<file path="src/rtl/cs_frame_driver_pkg.sv">
// Shared types and constants for the CS averaging-core frame driver.
// Frame-length legality lives here so the top and its users agree on it.
package cs_frame_driver_pkg;

  localparam int CS_WIN   = 9;
  localparam int SAMPLE_W = 8;
  localparam int RESULT_W = 10;

  typedef enum logic [2:0] {
    IDLE   = 3'd0,
    FILL   = 3'd1,
    CSRST  = 3'd2,
    STREAM = 3'd3,
    DRAIN  = 3'd4
  } state_t;

  function automatic logic len_ok(input int len, input int win, input int depth);
    return (len >= win) && (len <= depth);
  endfunction

endpackage

</file>
<file path="src/rtl/cs_frame_driver_fifo.sv">
// Synchronous DEPTH x DW sample buffer with push/pop/flush and occupancy count.
// The head is read combinationally so the driver can register it straight into cs_x.
module cs_sample_fifo #(
  parameter int DEPTH = 64,
  parameter int CNT_W = 7,
  parameter int DW    = 8
) (
  input  logic             clk,
  input  logic             flush,
  input  logic             push,
  input  logic             pop,
  input  logic [DW-1:0]    wdata,
  output logic [DW-1:0]    rdata,
  output logic [CNT_W-1:0] count
);

  localparam int AW = (DEPTH > 1) ? $clog2(DEPTH) : 1;

  logic [DW-1:0] mem [DEPTH];
  logic [AW-1:0] wptr;
  logic [AW-1:0] rptr;
  logic          do_push;
  logic          do_pop;

  function automatic logic [AW-1:0] wrap_inc(input logic [AW-1:0] p);
    return (p == AW'(DEPTH - 1)) ? '0 : p + AW'(1);
  endfunction

  assign do_push = push && (count != CNT_W'(DEPTH));
  assign do_pop  = pop && (count != '0);
  assign rdata   = mem[rptr];

  always_ff @(posedge clk) begin
    if (do_push && !flush) mem[wptr] <= wdata;
  end

  always_ff @(posedge clk) begin
    if (flush) begin
      wptr  <= '0;
      rptr  <= '0;
      count <= '0;
    end else begin
      if (do_push) wptr <= wrap_inc(wptr);
      if (do_pop)  rptr <= wrap_inc(rptr);
      case ({do_push, do_pop})
        2'b10:   count <= count + CNT_W'(1);
        2'b01:   count <= count - CNT_W'(1);
        default: count <= count;
      endcase
    end
  end

endmodule

</file>
<file path="src/rtl/cs_frame_driver.sv">
// Buffers a host frame, then resets the CS core and streams it one sample per clock,
// capturing every full-window result. The core cannot stall, hence the full-frame buffer.
module cs_frame_driver
  import cs_frame_driver_pkg::*;
#(
  parameter int DEPTH = 64,
  parameter int LEN_W = 7,
  parameter int WIN   = CS_WIN
) (
  input  logic                clk,
  input  logic                reset,
  input  logic                start,
  input  logic [LEN_W-1:0]    frame_len,
  input  logic [SAMPLE_W-1:0] in_data,
  input  logic                in_valid,
  output logic                in_ready,
  output logic                cs_reset,
  output logic [SAMPLE_W-1:0] cs_x,
  input  logic [RESULT_W-1:0] cs_y,
  output logic [RESULT_W-1:0] out_y,
  output logic                out_valid,
  output logic                busy,
  output logic                done,
  output logic                err
);

  state_t              state;
  logic [LEN_W-1:0]    len;
  logic [LEN_W-1:0]    cnt;
  logic [LEN_W-1:0]    fifo_count;
  logic [SAMPLE_W-1:0] head;
  logic                push;
  logic                pop;
  logic                last_stream;

  assign in_ready    = (state == FILL);
  assign busy        = (state != IDLE);
  assign push        = in_valid && in_ready;
  assign last_stream = (cnt == len - LEN_W'(1));
  // cs_x is registered, so each sample is popped as it is loaded for the following cycle
  assign pop         = (state == CSRST) || ((state == STREAM) && !last_stream);

  cs_sample_fifo #(
    .DEPTH (DEPTH),
    .CNT_W (LEN_W),
    .DW    (SAMPLE_W)
  ) u_fifo (
    .clk   (clk),
    .flush (reset),
    .push  (push),
    .pop   (pop),
    .wdata (in_data),
    .rdata (head),
    .count (fifo_count)
  );

  always_ff @(posedge clk) begin
    if (reset) begin
      state     <= IDLE;
      len       <= '0;
      cnt       <= '0;
      cs_reset  <= 1'b1;
      cs_x      <= '0;
      out_y     <= '0;
      out_valid <= 1'b0;
      done      <= 1'b0;
      err       <= 1'b0;
    end else begin
      out_valid <= 1'b0;
      done      <= 1'b0;
      err       <= 1'b0;
      cs_reset  <= 1'b0;
      case (state)
        IDLE: begin
          cs_x <= '0;
          if (start) begin
            if (len_ok(int'(frame_len), WIN, DEPTH)) begin
              len   <= frame_len;
              cnt   <= '0;
              state <= FILL;
            end else begin
              err <= 1'b1;
            end
          end
        end
        FILL: begin
          if (push && (fifo_count + LEN_W'(1) == len)) begin
            cs_reset <= 1'b1;
            state    <= CSRST;
          end
        end
        CSRST: begin
          cs_x  <= head;
          cnt   <= '0;
          state <= STREAM;
        end
        STREAM: begin
          // the core holds samples 0..cnt-1, so its window is full from cnt == WIN
          if (cnt >= LEN_W'(WIN)) begin
            out_y     <= cs_y;
            out_valid <= 1'b1;
          end
          if (last_stream) begin
            cs_x  <= '0;
            state <= DRAIN;
          end else begin
            cs_x <= head;
            cnt  <= cnt + LEN_W'(1);
          end
        end
        DRAIN: begin
          out_y     <= cs_y;
          out_valid <= 1'b1;
          done      <= 1'b1;
          state     <= IDLE;
        end
        default: state <= IDLE;
      endcase
    end
  end

endmodule

</file>
<file path="config.mk">
export PLATFORM = sky130hd
export DESIGN_NAME = cs_frame_driver
export DESIGN_NICKNAME = d
export VERILOG_FILES = /design/src/rtl/cs_frame_driver_pkg.sv /design/src/rtl/cs_frame_driver_fifo.sv /design/src/rtl/cs_frame_driver.sv
export SDC_FILE = /design/constraint.sdc
export NUM_CORES = 1
export LEC_CHECK = 0
export ABC_AREA = 1
export BUFFER_PORTS_ARGS = -buffer_cell sky130_fd_sc_hd__buf_2
export CAP_MARGIN = 20
export CORE_MARGIN = 2
export CORE_UTILIZATION = 60
export CTS_CLUSTER_DIAMETER = 200
export DETAILED_ROUTE_END_ITERATION = 16
export GPL_TIMING_DRIVEN = 0
export HOLD_SLACK_MARGIN = 0.03
export PLACE_DENSITY_LB_ADDON = 0.25
export SETUP_SLACK_MARGIN = 0.3
export SLEW_MARGIN = 0
export SYNTH_ARGS = -nofsm -noshare
export SYNTH_HDL_FRONTEND = slang
export SYNTH_SLANG_ARGS = --single-unit
</file>
<file path="constraint.sdc">
create_clock -name clk -period 6.34 [get_ports clk]
set_input_delay 0.951 -clock clk [delete_from_list [all_inputs] [get_ports clk]]
set_output_delay 0.951 -clock clk [all_outputs]
set_load 0.02 [all_outputs]
</file>
Word level (Yosys, flattened, before mapping)
Memory sizes are Yosys's and may differ from the RTL's. A register that Yosys moved wholly into a read port is not among the register bits.
Index checks and enable logic that the tools add are counted.
- logic and storage cells: 88
- bits of input ports: 29
- memories: 1
- bits in registers: 58
- bits in writable memories: 512
- output and inout bits: 24
- muxes and demuxes: 26
- eq/ne operators: 17
- $add $sub $neg: 6
- reduce and logical (&&, ||, !) cells: 21
- order comparisons: 3
- bitwise operators: 2
- memory list (name ; words ; width ; read ports ; clocked after memory_dff ; wr ports ; RTL line ; text):
    u_fifo.mem ; 64 ; 8 ; 1 ; 1 ; 1 ; cs_frame_driver_fifo.sv:19 ; logic [DW-1:0] mem [DEPTH];
- operators by type and width (kind ; number):
    $mux 6 ; 4
    $pmux 8 s3 ; 1
    $mux 7 ; 3
    $pmux 7 s3 ; 1
    $pmux 10 s2 ; 1
    $add 7x1->7 const B ; 2
    $eq 7x7->1 ; 2
    $ge 7x4->1 const B ; 2
    $pmux 7 s2 ; 1
    $sub 7x1->7 const B ; 2
    $add 6x1->6 const B ; 2
    $eq 6x6->1 const B ; 2
    $mux 3 ; 4
    $pmux 3 s4 ; 1
    $mux 10 ; 1
    $mux 8 ; 1
    $ne 2x2->1 const B ; 4
    $reduce_and 4->1 ; 2
    $le 7x7->1 const B ; 1
    $logic_and 1x1->1 ; 7
    $mux 1 ; 7
    $ne 7x7->1 const B ; 1
    $reduce_bool 7->1 ; 1
    $eq 3x2->1 const B ; 2
    15 further kinds ; 20

Logic depth before layout (Yosys ltp)
Gate-level depths: netlist of run 1.
- depth after elaboration: 8
- gate-level depth with buffers: 18
- depth with buffers taken out: 18

Hierarchy
From an unflattened synthesis of run 1, not the netlist that was laid out.
- cell total of the unflattened synthesis: 2317
- area, all modules: 24584.8 um^2
- by module, submodules not included (module ; sequential area each (um^2) ; cells each ; instances ; area each (um^2)):
    cs_sample_fifo ; 15875.2 ; 1952 ; 1 ; 22303.9
    cs_frame_driver ; 780.7 ; 365 ; 1 ; 2280.9

Least setup slack after synthesis of run 1
No wires, ideal clock.
- path kind: input to register
- start: input port in_valid
- end: memory u_fifo.mem[24][0], enable pin
- stages on the path: 6
- setup time: 0.395 ns
- setup slack: 3.521 ns
- arrival time: 2.424 ns
- buffers on the path: 0
- data required time: 5.945 ns
- cell sequence: inv_1 nor2_1 nand2_2 nor2_4 nand2_1 nor4_1
- longest elaborated chain between the ends: 5
- RTL lines (what ; RTL line ; text):
    start: declaration ; cs_frame_driver.sv:15 ; input logic in_valid,
    $logic_and 1x1->1 ; cs_frame_driver.sv:38 ; assign push = in_valid && in_ready;
    $logic_and 1x1->1 ; cs_frame_driver_fifo.sv:29 ; assign do_push = push && (count != CNT_W'(DEPTH));
    $logic_and 1x1->1 ; cs_frame_driver_fifo.sv:34 ; if (do_push && !flush) mem[wptr] <= wdata;
    $mux 1 ; cs_frame_driver_fifo.sv:34 ;
    $mux 1 (implied by the code) ; cs_frame_driver_fifo.sv:34 ;
    end: declaration ; cs_frame_driver_fifo.sv:19 ;
No other way between the ends.

Worst setup path in the final report of run 1
- start: register u_fifo.count[0]
- end: memory u_fifo.mem[18][0], enable pin
- longest elaborated chain between the ends: 5
- RTL lines (what ; RTL line ; text):
    start: declaration ; cs_frame_driver_fifo.sv:14 ; output logic [CNT_W-1:0] count
    start signal: assignment ; cs_frame_driver_fifo.sv:46 ; 2'b10: count <= count + CNT_W'(1);
    start signal: assignment ; cs_frame_driver_fifo.sv:47 ; 2'b01: count <= count - CNT_W'(1);
    start signal: assignment ; cs_frame_driver_fifo.sv:48 ; default: count <= count;
    $ne 7x7->1 ; cs_frame_driver_fifo.sv:29 ;
    $logic_and 1x1->1 ; cs_frame_driver_fifo.sv:29 ;
    $logic_and 1x1->1 ; cs_frame_driver_fifo.sv:34 ;
    $mux 1 ; cs_frame_driver_fifo.sv:34 ;
    $mux 1 (implied by the code) ; cs_frame_driver_fifo.sv:34 ;
No other way between the ends.

==> summary.txt, run 1 <==
Status
  • Outcome: completed

Synthesis
  • Largest area contributor in the netlist: edfxtp_1
  • Top_reg_cell synth: edfxtp_1
  • Synthesized flop and latch total: 576
  • Cell area after synthesis: 0.0243 sq mm
  • Synth warnings: 0
  • Sequential-to-total area share from yosys stat: 0.685
  • Synth Instances: 2272
  • Post-synth EDFFs: 512
  • Main area contributors after synthesis: edfxtp_1 63%, nand2_1 11%, nand3_1 9.7%
  • Synth cell types: 41
  • Synth top area share: 0.632
  • Avg Cell Area, Syn: 10.7 sq um
  • Syn nets: 2311
  • Post-synth ARST share: 0

Floorplan
  • Die Wd: 205 um
  • Initial Util: 0.609
  • Core area: 0.0399 sq mm
  • # IOs: 53
  • Row cnt: 73
  • Full die area: 0.0422 sq mm
  • Chip height: 205 um

STA
  • F_max: 0.284 GHz
  • Slew of the pin with the lowest slew margin: 1.21 ns
  • Max-slew violation count: 0
  • Final hold vios: 0
  • Rel. slew slack: 0.191
  • Final setup fails: 0
  • Hold Worst Slack: 0.467 ns
  • RSZ-0062 raised after global routing: false
  • Tcrit/Tclk final: 0.556
  • Clock skew: 0.0222 ns
  • Tmin final: 3.53 ns
  • Setup_tns: 0 ns

GRT
  • Vias in the first global route: 17400
  • Global-route wire length before repair: 110000 um
  • Tot GR Track Use: 0.366
  • Initial antenna violation count: 0
  • Total grt overflow: 0
  • Largest net degree at the start of global routing: 46

Place
  • Port bufs: 52
  • Gp weighted congestion: 1.01
  • Placed Cells: 2880
  • Detailed placement HPWL: 53000 um

Route
  • Via/cell ratio: 6.15
  • Final ANT Viol Nets: 0
  • Drt first pass iters: 6
  • Post-Route WL: 75500 um
  • Drt wl/cell: 25.3 um
  • Residual DRC: 0
  • DRC marker count from the first detailed-route iteration: 2660
  • Via count: 18400

Critical path
  • Crit path DAT: 3.76 ns
  • Crit-path cells: inv_1 > ha_1 > nand2_1 > nor2_1 > nand3_1 > nand2_2 > nor2_4 > nand4_1 > nor2_1
  • Slowest-stage cell, CP: nor2_1
  • Critical Path Fanout Max: 10
  • Required time worst endpoint: 6.57 ns
  • Cell family with most CP delay: simple AND/OR/NAND/NOR gates
  • Crit end category: register
  • Worst path max stage delay: 1.12 ns
  • Number of buffers and inverters on the critical path: 1
  • Startpoint Class: register
  • Critical path type: register to register
  • Top cell by count, worst path: nor2_1

Hold path
  • Hold WC Path Type: register to register

Clock tree
  • Reg clk slew, reported paths: 0.06 ns
  • H-tree depth: 2
  • Clock root buffer: clkbuf_16
  • Num CTS Buffers: 56
  • TritonCTS clock tree: done
  • Clock Path Buffers: 3
  • Clock sinks: 576
  • Postcts setup bufs: 0
  • Skew-Pair Late Insertion Delay: 0.63 ns
  • Hold-fix buffers, CTS: 0
  • Post-CTS Resized: 0

Pwr
  • Max VDD drop: 0.259 mV
  • LEAKAGE: 10.2 nW
  • Power per Cell Area: 379 mW/mm^2

Final layout
  • # fillers: 2950
  • Final non-filler cell total: 2986
  • Seq. cell area: 0.0167 sq mm
  • Layout cells sized above 1: 0.113
  • Nets: 2454
  • Most frequent cells in the layout: 745 x nand2_1, 512 x edfxtp_1, 472 x nand3_1
  • Most common cell after layout, fill and taps aside: nand2_1
  • Multi-input gate area: 0.00678 sq mm
  • Syn-to-layout area delta: 13.1%
  • Final Core Density: 0.689
  • Ant. Diodes: 0

Job
  • Max cap viols: 0
synthesized netlist by cell type (all sizes together) (4+ instances only):
library cell / number
a21oi: 45
buf: 96
clkbuf: 29
dfxtp: 64
edfxtp: 512
ha: 10
inv: 71
nand2: 752
nand3: 474
nand4: 5
nor2: 119
nor3: 23
o21ai: 38
xnor2: 4
xor2: 13
worst paths after layout:
| kind | from | to | slack (ns) | depth (start not counted) |
|---|---|---|---|---|
| max | u_fifo.count[0]$_SDFFE_PP0P_ | u_fifo.mem[18][0]$_DFFE_PP_ | 2.81 | 9 |
| min | cs_x[2]$_SDFFE_PP0P_ | cs_x[2]$_SDFFE_PP0P_ | 0.47 | 2 |
| max reg2reg | u_fifo.count[0]$_SDFFE_PP0P_ | u_fifo.mem[18][0]$_DFFE_PP_ | 2.81 | 9 |
| min reg2reg | cs_x[2]$_SDFFE_PP0P_ | cs_x[2]$_SDFFE_PP0P_ | 0.47 | 2 |
layer usage:
layer  vias up  share of wire  wire, um  track usage
met1      8747           0.38     28700        0.511
li1       8134              -         -            -
met3       214           0.12      9130       0.0763
met5         -              0         0            0
met2      1279           0.45     34300        0.562
met4         0          0.046      3450        0.154
where the power goes:
group,total (W),internal (W),switching (W)
Sequential,0.00424,0.00418,0.0000555
Combinational,0.00284,0.000805,0.00204
Clock,0.00334,0.00190,0.00144
Total,0.0104,0.00689,0.00354
through the flow:
stage / cell area, sq um / power (W) / setup WS [ns]
after global routing: 27500 / 0.0108 / 2.74
after global placement: 25200 / 0.00697 / 1.75
after CTS: 27500 / 0.0103 / 2.97
after floorplan: 24300 / 0.00607 / 3.52
after detailed placement: 25700 / 0.00705 / 2.71
final: 27500 / 0.0104 / 2.81
final cells by class:
class / count / area share
Inverter: 72 / 0.00987
Multi-Input combinational cell: 1499 / 0.246
Sequential cell: 576 / 0.605
Buffer: 125 / 0.0241
Tap cell: 525 / 0.0239
Clock buffer: 68 / 0.0537
Clock inverter: 36 / 0.0124
Timing Repair Buffer: 85 / 0.0243
registers in the layout (all words and copies together) (netlist names), named ones only:
signal,flops
u_fifo.mem,512
out_y,10
cs_x,8
cnt,7
len,7
u_fifo.count,7
u_fifo.rptr,6
u_fifo.wptr,6
state,3
cs_reset,1
done,1
err,1
out_valid,1
worst reg2reg max path, cell delays in order (launching register included):
cell and delay (ns):
dfxtp_1 0.46, inv_1 0.15, ha_1 0.22, nand2_1 0.07
nor2_1 0.06, nand3_1 0.09, nand2_2 0.15, nor2_4 0.24
nand4_1 0.59, nor2_1 1.12
kinds of logic (layout without fill, tap and decap cells):
kind of cell | after synthesis | after routing | synth area share
fa+ha+maj | 10 | 10 | 0.00514
buf+inv | 197 | 386 | 0.0384
compound gates | 90 | 90 | 0.0206
simple gates | 1380 | 1380 | 0.243
xor+xnor | 19 | 19 | 0.00797
flops | 576 | 576 | 0.685
Note: power is estimated with default switching activity, not from simulation.
==> run 2: changes to the inputs <==
Settings changed: ABC_AREA 1 to 0.
Clock period 6.34 ns to 3.43 ns, I/O delays scaled along.
==> summary.txt, run 2 <==
Status
  • Outcome: completed

Synthesis
  • Top_reg_cell synth: edfxtp_1
  • Synth Area in Compound Gates: 0.0525 (+0.0319)
  • Synth Instances: 1269 (-44%)
  • Post-synth EDFFs: 512 (unchanged)
  • Largest area contributor in the netlist: edfxtp_1
  • Synth cell types: 67 (+63%)
  • Main area contributors after synthesis: edfxtp_1 67%, mux4_2 13%, dfxtp_1 5.6%
  • Syn nets: 1308 (-43%)
  • Mux contribution to synthesized area: 0.135 (+0.135)
  • Synth Area in Adders: 0.00548 (+0.000334)
  • Simple-Gate Fraction of Synth Area: 0.0513 (-0.192)
  • Cell area after synthesis: 0.0228 sq mm (-6.1%)
  • Top cells by count, synth: 512 x edfxtp_1, 128 x mux4_2, 112 x nor2_1
  • Post-synthesis xor/xnor area fraction: 0.0105 (+0.00249)
  • Synth top area share: 0.673 (+0.0411)
  • Synthesized flop and latch total: 576 (unchanged)
  • Post-synth ARST share: 0 (unchanged)
  • Most frequent cell after synthesis: edfxtp_1
  • Largest family of logic cells by synthesized area: multiplexers
  • Sequential-to-total area share from yosys stat: 0.729 (+0.0445)
  • Avg Cell Area, Syn: 18.0 sq um (+68%)
  • Synth warnings: 0 (unchanged)

Floorplan
  • Row cnt: 71 (-2.7%)
  • Full die area: 0.0396 sq mm (-6.0%)
  • Die Wd: 199 um (-3.0%)
  • Chip height: 199 um (-3.0%)
  • Core area: 0.0376 sq mm (-5.9%)
  • # IOs: 53 (unchanged)
  • Initial Util: 0.608 (-0.00158)

Final layout
  • Post-layout instance area: 0.0264 sq mm (-4.1%)
  • Ant. Diodes: 0 (unchanged)
  • Nets: 1431 (-42%)
  • Syn-to-layout area delta: 15.5%
  • Largest regs: u_fifo.mem: 512 flops, out_y: 10 flops, cs_x: 8 flops
  • Most frequent cells in the layout: 512 x edfxtp_1, 128 x mux4_2, 69 x buf_2
  • Max reg flops: 512 (unchanged)
  • Most common cell after layout, fill and taps aside: edfxtp_1
  • Layout cells sized above 1: 0.280 (+0.167)
  • Top reg by flops: u_fifo.mem

Route
  • DRC marker count from the first detailed-route iteration: 1373 (-48%)
  • Final ANT Viol Nets: 0 (unchanged)
  • Via count: 12700 (-31%)
  • Residual DRC: 0 (unchanged)
  • Via/cell ratio: 6.51 (+5.9%)
  • Drt wl/cell: 27.2 um (+7.7%)
  • Post-Route WL: 53100 um (-30%)
  • Drt first pass iters: 5 (-1)

Critical path
  • Startpoint Class: register
  • Crit path DAT: 3.46 ns (-0.30 ns)
  • Critical Path Fanout Max: 8 (-2)
  • Required time worst endpoint: 3.73 ns (-2.84 ns)
  • Critical path type: register to register
  • Crit end category: register

STA
  • Tmin final: 3.16 ns (-0.367 ns)
  • Hold Worst Slack: 0.150 ns (-0.317 ns)
  • Clock skew: 0.0229 ns (+0.000695 ns)
  • Tcrit/Tclk final: 0.921 (+0.365)
  • RSZ-0062 raised after global routing: true
  • Final hold vios: 0 (unchanged)
  • Max-slew violation count: 0 (unchanged)
  • F_max: 0.317 GHz (+12%)
  • Rel. slew slack: 0.267 (+0.0761)
  • Slew of the pin with the lowest slew margin: 1.10 ns (-0.118 ns)
  • Final setup fails: 0 (unchanged)

GRT
  • Met3 GRT Util: 0.0555 (-0.0208)
  • Initial antenna violation count: 0 (unchanged)
  • Tot GR Track Use: 0.280 (-0.0852)
  • Routing usage on met1: 0.403 (-0.109)
  • Total grt overflow: 0 (unchanged)
  • Busiest grt layer: met2
  • Vias in the first global route: 12600 (-28%)
  • Largest net degree at the start of global routing: 65 (+41%)
  • Met2 GRT Util: 0.433 (-0.129)
  • Global-route wire length before repair: 79700 um (-27%)

Clock tree
  • TritonCTS clock tree: done
  • Clock root buffer: clkbuf_16
  • Hold-fix buffers, CTS: 0 (unchanged)
  • Skew-Pair Late Insertion Delay: 0.61 ns (-0.02 ns)
  • Num CTS Buffers: 54 (-3.6%)
  • Clock Path Buffers: 3 (unchanged)
  • Reg clk slew, reported paths: 0.07 ns (about the same)
  • Clock sinks: 576 (unchanged)
  • H-tree depth: 2 (unchanged)

Pwr
  • Sw frac: 0.197 (-0.142)
  • Int Power: 0.0115 W (+66%)
  • Clk pwr share: 0.441 (+0.120)
  • Combinational fraction of design power: 0.023 (-0.250)
  • Sw power: 0.00281 W (-20%)
  • Max VDD drop: 0.519 mV (+100%)
  • Power per Cell Area: 541 mW/mm^2 (+43%)
  • Part of the power in registers: 0.536 (+0.130)
  • LEAKAGE: 8.27 nW (-19%)

Place
  • Port bufs: 51 (-1.9%)
  • Dpl cell area: 0.0238 sq mm (-7.2%)
  • Detailed placement HPWL: 33400 um (-37%)
  • Gp weighted congestion: 0.996 (-1.3%)

Hold path
  • Hold WC Path Type: primary input to register

Job
  • Max cap viols: 0 (unchanged)
run 2: cell types whose count changed in the layout (fill, tap and decap cells not counted), sizes merged, moves of 9 or more:
cell	change
xnor2	+9
nand2	-726
inv	-60
a21oi	+20
mux4	+128
o21ai	-21
mux2i	+18
nand3	-452
a22oi	+64
or3	+13
clkbuf	+24
buf	-92
run 2: repair_timing:
item | in CTS | in global routing
endpoints found under the setup margin | 496 | 498
gates cloned | 0 | 0
setup buffers | 1 | 3
resized for setup | 114 | 39
pin swaps | 1 | 0
run 2: cell type report:
type	instances	area (sq um)
clock buffers	66	1470
plain buffers	77	344
flip-flops and latches	576	16700
repair buffers	67	485
well taps	511	639
inverters	13	48.8
clock inverters	35	398
fillers	2294	11200
multi-input cells	603	6350
run 2: path summary, 6_finish.rpt:
path | end | slack, ns | from | depth (start not counted)
max | u_fifo.mem[29][3]$_DFFE_PP_ | 0.27 | u_fifo.count[0]$_SDFFE_PP0P_ | 9
min | out_y[8]$_SDFFE_PP0P_ | 0.15 | cs_y[8] | 3
max reg2reg | u_fifo.mem[29][3]$_DFFE_PP_ | 0.27 | u_fifo.count[0]$_SDFFE_PP0P_ | 9
min reg2reg | cs_x[3]$_SDFFE_PP0P_ | 0.47 | cs_x[3]$_SDFFE_PP0P_ | 1
run 2: cells by family after synthesis:
family                   Yosys count
buffers and inverters             90
flip-flops                       576
adder cells (fa/ha/maj)           10
multiplexers                     147
AO/OA/AOI/OAI                    181
AND/OR/NAND/NOR                  243
XOR/XNOR                          22
run 2: critical path, cell delays in order, from the launching register on:
cell      delay, ns
dfxtp_1        0.33
clkbuf_1       0.27
inv_1          0.13
ha_1           0.29
a31oi_4        0.27
inv_2          0.10
nor3_2         0.44
nand3_4        0.34
nor3_2         0.39
buf_2          0.27
run 2: stage by stage:
step / worst slack [ns] / setup TNS, ns / total power [W] / utilization / cells
floorplan: 0.299 / 0 / 0.00793 / - / 1269
global placement: -0.594 / -37.67 / 0.00808 / 0.632 / 1831
detailed placement: -0.281 / -46.48 / 0.00810 / 0.634 / 1837
CTS: 0.273 / 0 / 0.0143 / 0.695 / 1939
global route: 0.161 / 0 / 0.0146 / 0.702 / 1948
finish: 0.271 / 0 / 0.0143 / 0.702 / 1948
run 2: power by group through the flow:
stage	Clock, W	Sequential, W	Combinational [W]
2_1_floorplan	0	0.00780	0.000130
3_3_place_gp	0	0.00780	0.000279
3_5_place_dp	0	0.00780	0.000295
4_1_cts	0.00633	0.00765	0.000303
5_1_grt	0.00659	0.00764	0.000354
6_report	0.00630	0.00765	0.000328
run 2: per-layer routing:
layer  up-vias  part of all wire
met4         0             0.038
met2       673              0.47
met5         -                 0
li1       5376                 -
met1      6518              0.40
met3       122             0.090
